### src/rtl/imem_loader.sv
// Byte-stream program loader for the 12-bit instruction memory; holds the CPU in reset until a full image is written.
// Optional trailing XOR checksum is enabled by defining IMEM_LOADER_CHECKSUM_EN.
//
// state   | meaning
// --------+-----------------------------------------------
// S_IDLE  | waiting for start, CPU held in reset
// S_COUNT | expecting word count byte N
// S_LO    | expecting low byte of the next word
// S_HI    | expecting high byte (upper nibble must be 0)
// S_WR    | one-cycle instruction memory write
// S_CHK   | expecting checksum byte (checksum build only)
// S_DONE  | image complete, CPU released
// S_ERR   | load aborted, CPU held in reset
module imem_loader #(
   parameter int ADDR_W  = 4,
   parameter int DEPTH   = 16,
   parameter int INSTR_W = 12
) (
   input  logic               clk_i,
   input  logic               reset_i,
   input  logic               start_i,
   input  logic               in_valid_i,
   input  logic [7:0]         in_data_i,
   output logic               in_ready_o,
   output logic               imem_we_o,
   output logic [ADDR_W-1:0]  imem_addr_o,
   output logic [INSTR_W-1:0] imem_wdata_o,
   output logic               cpu_reset_o,
   output logic               done_o,
   output logic               error_o
);

   localparam logic [2:0] S_IDLE  = 3'd0;
   localparam logic [2:0] S_COUNT = 3'd1;
   localparam logic [2:0] S_LO    = 3'd2;
   localparam logic [2:0] S_HI    = 3'd3;
   localparam logic [2:0] S_WR    = 3'd4;
`ifdef IMEM_LOADER_CHECKSUM_EN
   localparam logic [2:0] S_CHK   = 3'd5;
`endif
   localparam logic [2:0] S_DONE  = 3'd6;
   localparam logic [2:0] S_ERR   = 3'd7;

   localparam logic [7:0] DEPTH_B = 8'(DEPTH);

   logic [2:0]         state_q, state_d;
   logic [ADDR_W-1:0]  idx_q, idx_d;
   logic [ADDR_W:0]    n_q, n_d;
   logic [ADDR_W:0]    idx_inc;
   logic [7:0]         lo_q, lo_d;
   logic [ADDR_W-1:0]  addr_q, addr_d;
   logic [INSTR_W-1:0] wdata_q, wdata_d;
   logic               accept;
`ifdef IMEM_LOADER_CHECKSUM_EN
   logic [7:0]         csum_q, csum_d;
`endif

   always_comb begin
      in_ready_o = 1'b0;
      case (state_q)
         S_COUNT, S_LO, S_HI: in_ready_o = 1'b1;
`ifdef IMEM_LOADER_CHECKSUM_EN
         S_CHK:               in_ready_o = 1'b1;
`endif
         default:             in_ready_o = 1'b0;
      endcase
   end

   assign accept  = in_valid_i && in_ready_o;
   // Widened by one bit so index+1 == 16 compares correctly against N == 16.
   assign idx_inc = {1'b0, idx_q} + (ADDR_W+1)'(1);

   always_comb begin
      state_d = state_q;
      idx_d   = idx_q;
      n_d     = n_q;
      lo_d    = lo_q;
      addr_d  = addr_q;
      wdata_d = wdata_q;
`ifdef IMEM_LOADER_CHECKSUM_EN
      csum_d  = csum_q;
`endif
      case (state_q)
         S_IDLE, S_DONE, S_ERR: begin
            if (start_i) begin
               state_d = S_COUNT;
               idx_d   = '0;
`ifdef IMEM_LOADER_CHECKSUM_EN
               csum_d  = '0;
`endif
            end
         end
         S_COUNT: begin
            if (accept) begin
               if (in_data_i == 8'd0 || in_data_i > DEPTH_B) begin
                  state_d = S_ERR;
               end else begin
                  n_d     = in_data_i[ADDR_W:0];
                  state_d = S_LO;
               end
`ifdef IMEM_LOADER_CHECKSUM_EN
               csum_d = csum_q ^ in_data_i;
`endif
            end
         end
         S_LO: begin
            if (accept) begin
               lo_d    = in_data_i;
               state_d = S_HI;
`ifdef IMEM_LOADER_CHECKSUM_EN
               csum_d  = csum_q ^ in_data_i;
`endif
            end
         end
         S_HI: begin
            if (accept) begin
               if (in_data_i[7:4] != 4'd0) begin
                  state_d = S_ERR;
               end else begin
                  addr_d  = idx_q;
                  wdata_d = {in_data_i[3:0], lo_q};
                  state_d = S_WR;
               end
`ifdef IMEM_LOADER_CHECKSUM_EN
               csum_d = csum_q ^ in_data_i;
`endif
            end
         end
         S_WR: begin
            idx_d = idx_inc[ADDR_W-1:0];
            if (idx_inc < n_q) begin
               state_d = S_LO;
            end else begin
`ifdef IMEM_LOADER_CHECKSUM_EN
               state_d = S_CHK;
`else
               state_d = S_DONE;
`endif
            end
         end
`ifdef IMEM_LOADER_CHECKSUM_EN
         S_CHK: begin
            if (accept) begin
               state_d = (in_data_i == csum_q) ? S_DONE : S_ERR;
            end
         end
`endif
         default: state_d = S_IDLE;
      endcase
   end

   always_ff @(posedge clk_i) begin
      if (reset_i) begin
         state_q <= S_IDLE;
         idx_q   <= '0;
         n_q     <= '0;
         lo_q    <= '0;
         addr_q  <= '0;
         wdata_q <= '0;
`ifdef IMEM_LOADER_CHECKSUM_EN
         csum_q  <= '0;
`endif
      end else begin
         state_q <= state_d;
         idx_q   <= idx_d;
         n_q     <= n_d;
         lo_q    <= lo_d;
         addr_q  <= addr_d;
         wdata_q <= wdata_d;
`ifdef IMEM_LOADER_CHECKSUM_EN
         csum_q  <= csum_d;
`endif
      end
   end

   assign imem_we_o    = (state_q == S_WR);
   assign imem_addr_o  = addr_q;
   assign imem_wdata_o = wdata_q;
   assign cpu_reset_o  = (state_q != S_DONE);
   assign done_o       = (state_q == S_DONE);
   assign error_o      = (state_q == S_ERR);

endmodule

### config.mk
export PLATFORM = sky130hd
export DESIGN_NAME = imem_loader
export DESIGN_NICKNAME = d
export VERILOG_FILES = /design/src/rtl/imem_loader.sv
export SDC_FILE = /design/constraint.sdc
export NUM_CORES = 1
export LEC_CHECK = 0
export ABC_AREA = 1
export CORE_UTILIZATION = 26
export DETAILED_ROUTE_END_ITERATION = 12
export MAX_ROUTING_LAYER = met4
export PLACE_DENSITY_LB_ADDON = 0.08
export SYNTH_ARGS = -nofsm -noshare
export SYNTH_HDL_FRONTEND = slang
export SYNTH_SLANG_ARGS = --single-unit
### constraint.sdc
create_clock -name clk_i -period 1.5 [get_ports clk_i]
set_input_delay 0.3 -clock clk_i [delete_from_list [all_inputs] [get_ports clk_i]]
set_output_delay 0.3 -clock clk_i [all_outputs]
set_load 0.01 [all_outputs]
Word level (Yosys, flattened, before mapping)
Index checks and enable logic that the tools add are counted.

word-level totals
  flip-flop bits (word level) = 36
  bits of input ports = 12
  output and inout bits = 21

cells by class
  add/subtract/negate cells = 1
  order comparisons = 2
  equality and inequality tests = 11
  muxes and demuxes = 11
  bitwise operators = 2
  reductions and logical operators = 13

operators with widths
  kind                 count
  $mux 3               6
  $pmux 3 s5           1
  $eq 3x3->1 const B   3
  $gt 8x5->1 const B   1
  $logic_not 8->1      1
  $ne 2x2->1 const B   4
  $pmux 4 s2           1
  $eq 3x2->1 const B   2
  $reduce_and 3->1     2
  $reduce_or 3->1      2
  $add 4x1->5 const B  1
  $lt 5x5->1           1
  $mux 4               1
  $reduce_and 2->1     2
  $reduce_and 4->1     1
  $reduce_bool 4->1    1
  $eq 3x1->1 const B   1
  $logic_not 3->1      1
  $ne 3x3->1 const B   1
  $mux 2               1
  $not 1->1            2
  $reduce_bool 2->1    1
  $logic_and 1x1->1    1
  $logic_or 1x1->1     1
  $mux 1               1

Depth between registers and ports, before layout
  word-level depth = 6
  mapped depth = 12
  mapped depth without buffers = 12

Worst setup path after synthesis
No wires, ideal clock.

  path kind = register -> register
  start = register idx_q[0]
  end = register state_q[2]
  setup time = 70 ps
  data arrival time = 1,478 ps
  setup slack = -47 ps
  cell stages (with the launch flop) = 12
  cells stage by stage = dfxtp_1 -> ha_1 -> xor2_1 -> ha_1 -> nand2_1 -> nor2_1 -> nand2_1 -> nand3_1 -> nand2_1 -> nand3_1 -> nand2_1 -> a21oi_1

between the ends
  cells in the longest elaborated chain, start to end = 4

RTL lines
  what                      line  RTL
  start: declaration        47    logic [ADDR_W-1:0] idx_q, idx_d;
  start signal: assignment  165   idx_q <= idx_d;
  $add 4x1->5               71    assign idx_inc = {1'b0, idx_q} + (ADDR_W+1)'(1);
  $lt 5x5->1                131   if (idx_inc < n_q) begin
  $mux 3                    131
  $pmux 3 s5                83    case (state_q)
  end signal: assignment    164   state_q <= state_d;
  end: declaration          46    logic [2:0] state_q, state_d;

Every way passes these cells.
A chain may end at the register's enable or synchronous reset.

Final worst setup path
Same ends and word-level chain as after synthesis.

==> run_results.csv <==
group,metric,value,unit
timing,hold_ws,0.2859,ns
detailed_routing,vias_per_cell,4.274,
layout,area_delta_synth_final,61.29,%
timing,finClkSkew,0.003699,ns
pwr,power.share.combinational,33.8,%
timing,slew-limit-headroom,78.11,%
setup_path,r2r_cells,11,
pwr,totalPowerFinal,2.811,mW
outcome,status,"finished, violations left",
setup_path,timing.rr.start,"idx_q[0]",
synth,ys_ff_latch,36,
clock_tree,cts.path.max_buffers,2,
setup_path,critPathMaxStageDelay,0.37,ns
die,rows,28,
detailed_routing,wl_per_cell,12.21,um
die,dieArea,0.006433,sq mm
detailed_routing,ant_nets,0,
layout,seqCellArea,738.2,sq um
setup_path,crit_required,1.72,ns
layout,drive_above_1_share,28.23,%
setup_path,crit_family,"adder cells",
setup_path,cp_slowest_cell,"dfxtp_4",
setup_path,crit_arrival,1.82,ns
place,routabilityCongestion,0.8019,
detailed_routing,drtIter0Drc,48,
pwr,ir_drop,0.0004188,V
place,dp.cells,351,
synth,postSynthCellCount,221,
layout,multiInputGateArea,852.1,sq um
timing,grt_setup_unrepaired,"yes",
die,start_util,26.86,%
layout,fillCellCount,627,
min_path,min_to,"lo_q[5]",
global_routing,track_usage,14.57,%
timing,maxSlewViolCount,0,
timing,hold_violations,0,
synth,ys_seq_area_share,45.32,%
setup_path,r2r_slack,-0.1,ns
global_routing,grt_antenna_before_repair,0,
global_routing,grt_max_degree,31,
synth,syn_avg_cell_area,7.196,sq um
detailed_routing,drc,0,
die,die_x,80.21,um
pwr,clock_power_share,25.1,%
setup_path,cp_max_fo,4,
die,core,0.005921,sq mm
pwr,swShare,33.09,%
setup_path,path_class,"flop to flop",
setup_path,cp-start-kind,"flop",
setup_path,crit_chain,"ha_4, xor2_4, ha_4, nand2_2, nor2_1, nand2_1, nand3_2, nand2_1, nand3_1, nand2_1, a21oi_2",
detailed_routing,drt_wl_total,4506,um
min_path,hold_path.startpoint,"in_data_i[5]",
global_routing,grt_pass1_vias,1441,
synth,synth_warnings,0,
pwr,power.net_switching,0.9303,mW
min_path,whs_path_depth,3,
setup_path,critical_path_buf_inv_count,0,
layout,stdcell_count,369,
pwr,power_frac_seq,41.1,%
clock_tree,clkLatencyLatePin,0.28,ns
clock_tree,root_buffer,"clkbuf_8",
pwr,power_leakage,1.227,nW
timing,fin_tns_setup,-0.09608,ns
place,dp_hpwl,3056,um
die,ioPinCount,33,
layout,n_antenna_cell,0,
global_routing,grt_pass1_wl,6872,um
pwr,internal_power,1.881,mW
setup_path,endpoint_kind,"flop",
global_routing,grt_overflow,0,
synth,ys_types,17,
timing,final.min_clock_period,1.596,ns
clock_tree,htreeDepth,2,
pwr,powerDensity,1096,mW/mm^2
min_path,holdCritPathClass,"primary input to flop",
timing,setup_violations,1,
clock_tree,cts_tree,"done",
clock_tree,clkSinkCount,36,
run,maxCapViolations,0,
timing,setup_slack,-0.09608,ns
timing,fin_crit_sh,106.4,%
timing,tightest_slew,0.3284,ns
outcome,violations,"setup timing",
setup_path,reg2reg_to,"state_q[2]",
layout,final_nets,310,
clock_tree,cts_buffers,5,
setup_path,cpMostUsedCell,"nand2_1",
detailed_routing,vias,1577,
clock_tree,clkTransAtPathRegs,0.07,ns
synth,syn_area,0.001590,sq mm
die,die_y,80.21,um
clock_tree,cts_hold_buf,0,
detailed_routing,drt_first_pass_iters,4,
synth,syn_nets,238,
timing,fmax,626.5,MHz
place,numPortBuffers,32,
==> registers in the layout, indices dropped and copies added (netlist names) <==
register,cells
idx_q,4
imem_addr_o,4
imem_wdata_o,12
lo_q,8
n_q,5
state_q,3
==> cells in the mapped netlist <==
cell	instances	area (sq um)
nand2_2	1	6.260
buf_6	2	22.52
clkbuf_1	3	11.26
ha_1	5	62.56
nand3_1	9	45.04
nor3_4	1	16.27
a21oi_1	21	105.1
nand2_1	30	112.6
nor2_1	50	187.7
inv_1	24	90.09
dfxtp_1	36	720.7
xor2_1	2	17.52
inv_2	2	7.510
buf_2	1	5.000
nor2_2	1	6.260
clkbuf_8	1	13.76
o21ai_0	32	160.2
==> worst max-delay path by stage <==
stage,from,endpoint,slack (ns),depth (start not counted)
floorplan,idx_q[0],state_q[2],0.003,11
global placement,in_data_i[0],n_q[3],-0.28,9
detailed placement,in_data_i[0],n_q[4],-0.30,9
CTS,idx_q[0],state_q[2],-0.08,11
global route,idx_q[0],state_q[2],-0.20,11
finish,idx_q[0],state_q[2],-0.1,11
==> worst reg2reg max path: stages (launching register included) <==
cell     delay, ns
dfxtp_4       0.37
ha_4          0.18
xor2_4        0.16
ha_4          0.27
nand2_2       0.04
nor2_1        0.09
nand2_1       0.07
nand3_2       0.07
nand2_1       0.05
nand3_1       0.06
nand2_1       0.06
a21oi_2       0.12
==> placed cells by master (no fill, tap or decap), types with 3 or more instances in the layout <==
master           count
clkbuf_8             6
nor2_1              43
inv_2                4
dfxtp_4              4
o21ai_1              3
dlymetal6s2s_1       7
nand2_1             24
nand2_2              6
nand3_1              7
ha_4                 3
a21oi_1             19
dlygate4sd2_1        6
buf_4               33
o21ai_0             28
clkdlybuf4s50_1     19
inv_1               21
nor2_2               6
dfxtp_1             30
==> area by class of cell <==
| type | instances | area share [%] |
|---|---|---|
| timing repair inverter | 1 | 0.1951 |
| timing repair buffer | 71 | 26.54 |
| sequential | 36 | 28.78 |
| inverter | 26 | 4.098 |
| clock buffer | 8 | 3.512 |
| tap | 75 | 3.659 |
| multi-input combinational | 152 | 33.22 |
==> cell families (layout without fill, tap and decap cells) <==
family          count (synthesis)  count (layout)  synth area share [%]
fa+ha+maj                       5               5                 3.934
xor+xnor                        2               2                 1.102
simple gates                   92              92                 23.53
compound gates                 53              53                 16.68
flops                          36              36                 45.32
buf+inv                        33             106                 9.441
==> power by group through the flow <==
stage / logic [mW] / clock network [mW] / registers, mW
2_1_floorplan: 0.512 / 0 / 1.13
3_3_place_gp: 0.934 / 0 / 1.15
3_5_place_dp: 0.925 / 0 / 1.14
4_1_cts: 0.910 / 0.729 / 1.14
5_1_grt: 1.08 / 0.770 / 1.17
6_report: 0.951 / 0.706 / 1.15
==> stage by stage <==
step | setup WS (ns) | util [%] | cell area (sq um)
after floorplan | 0.003044 | - | 1595
after global placement | -0.2770 | 37.07 | 2195
after detailed placement | -0.2966 | 37.07 | 2195
after CTS | -0.07902 | 39.22 | 2322
after global routing | -0.2028 | 43.32 | 2565
final | -0.09608 | 43.32 | 2565
==> timing repair <==
action | 4_1_cts | 5_1_grt
setup buffers | 1 | 7
cloned | 0 | 2
setup endpoints to repair | 7 | 29
pin swaps | 3 | 22
resized for setup | 17 | 45
==> layer usage <==
metal / up-vias / GRT usage, % / part of all wire (%)
met4: 0 / 4.821 / 1.1
met1: 708 / 20.14 / 52
li1: 845 / - / -
met5: - / - / 0
met3: 4 / 3.068 / 3.1
met2: 20 / 20.94 / 43
(Power assumes the default switching activity.)
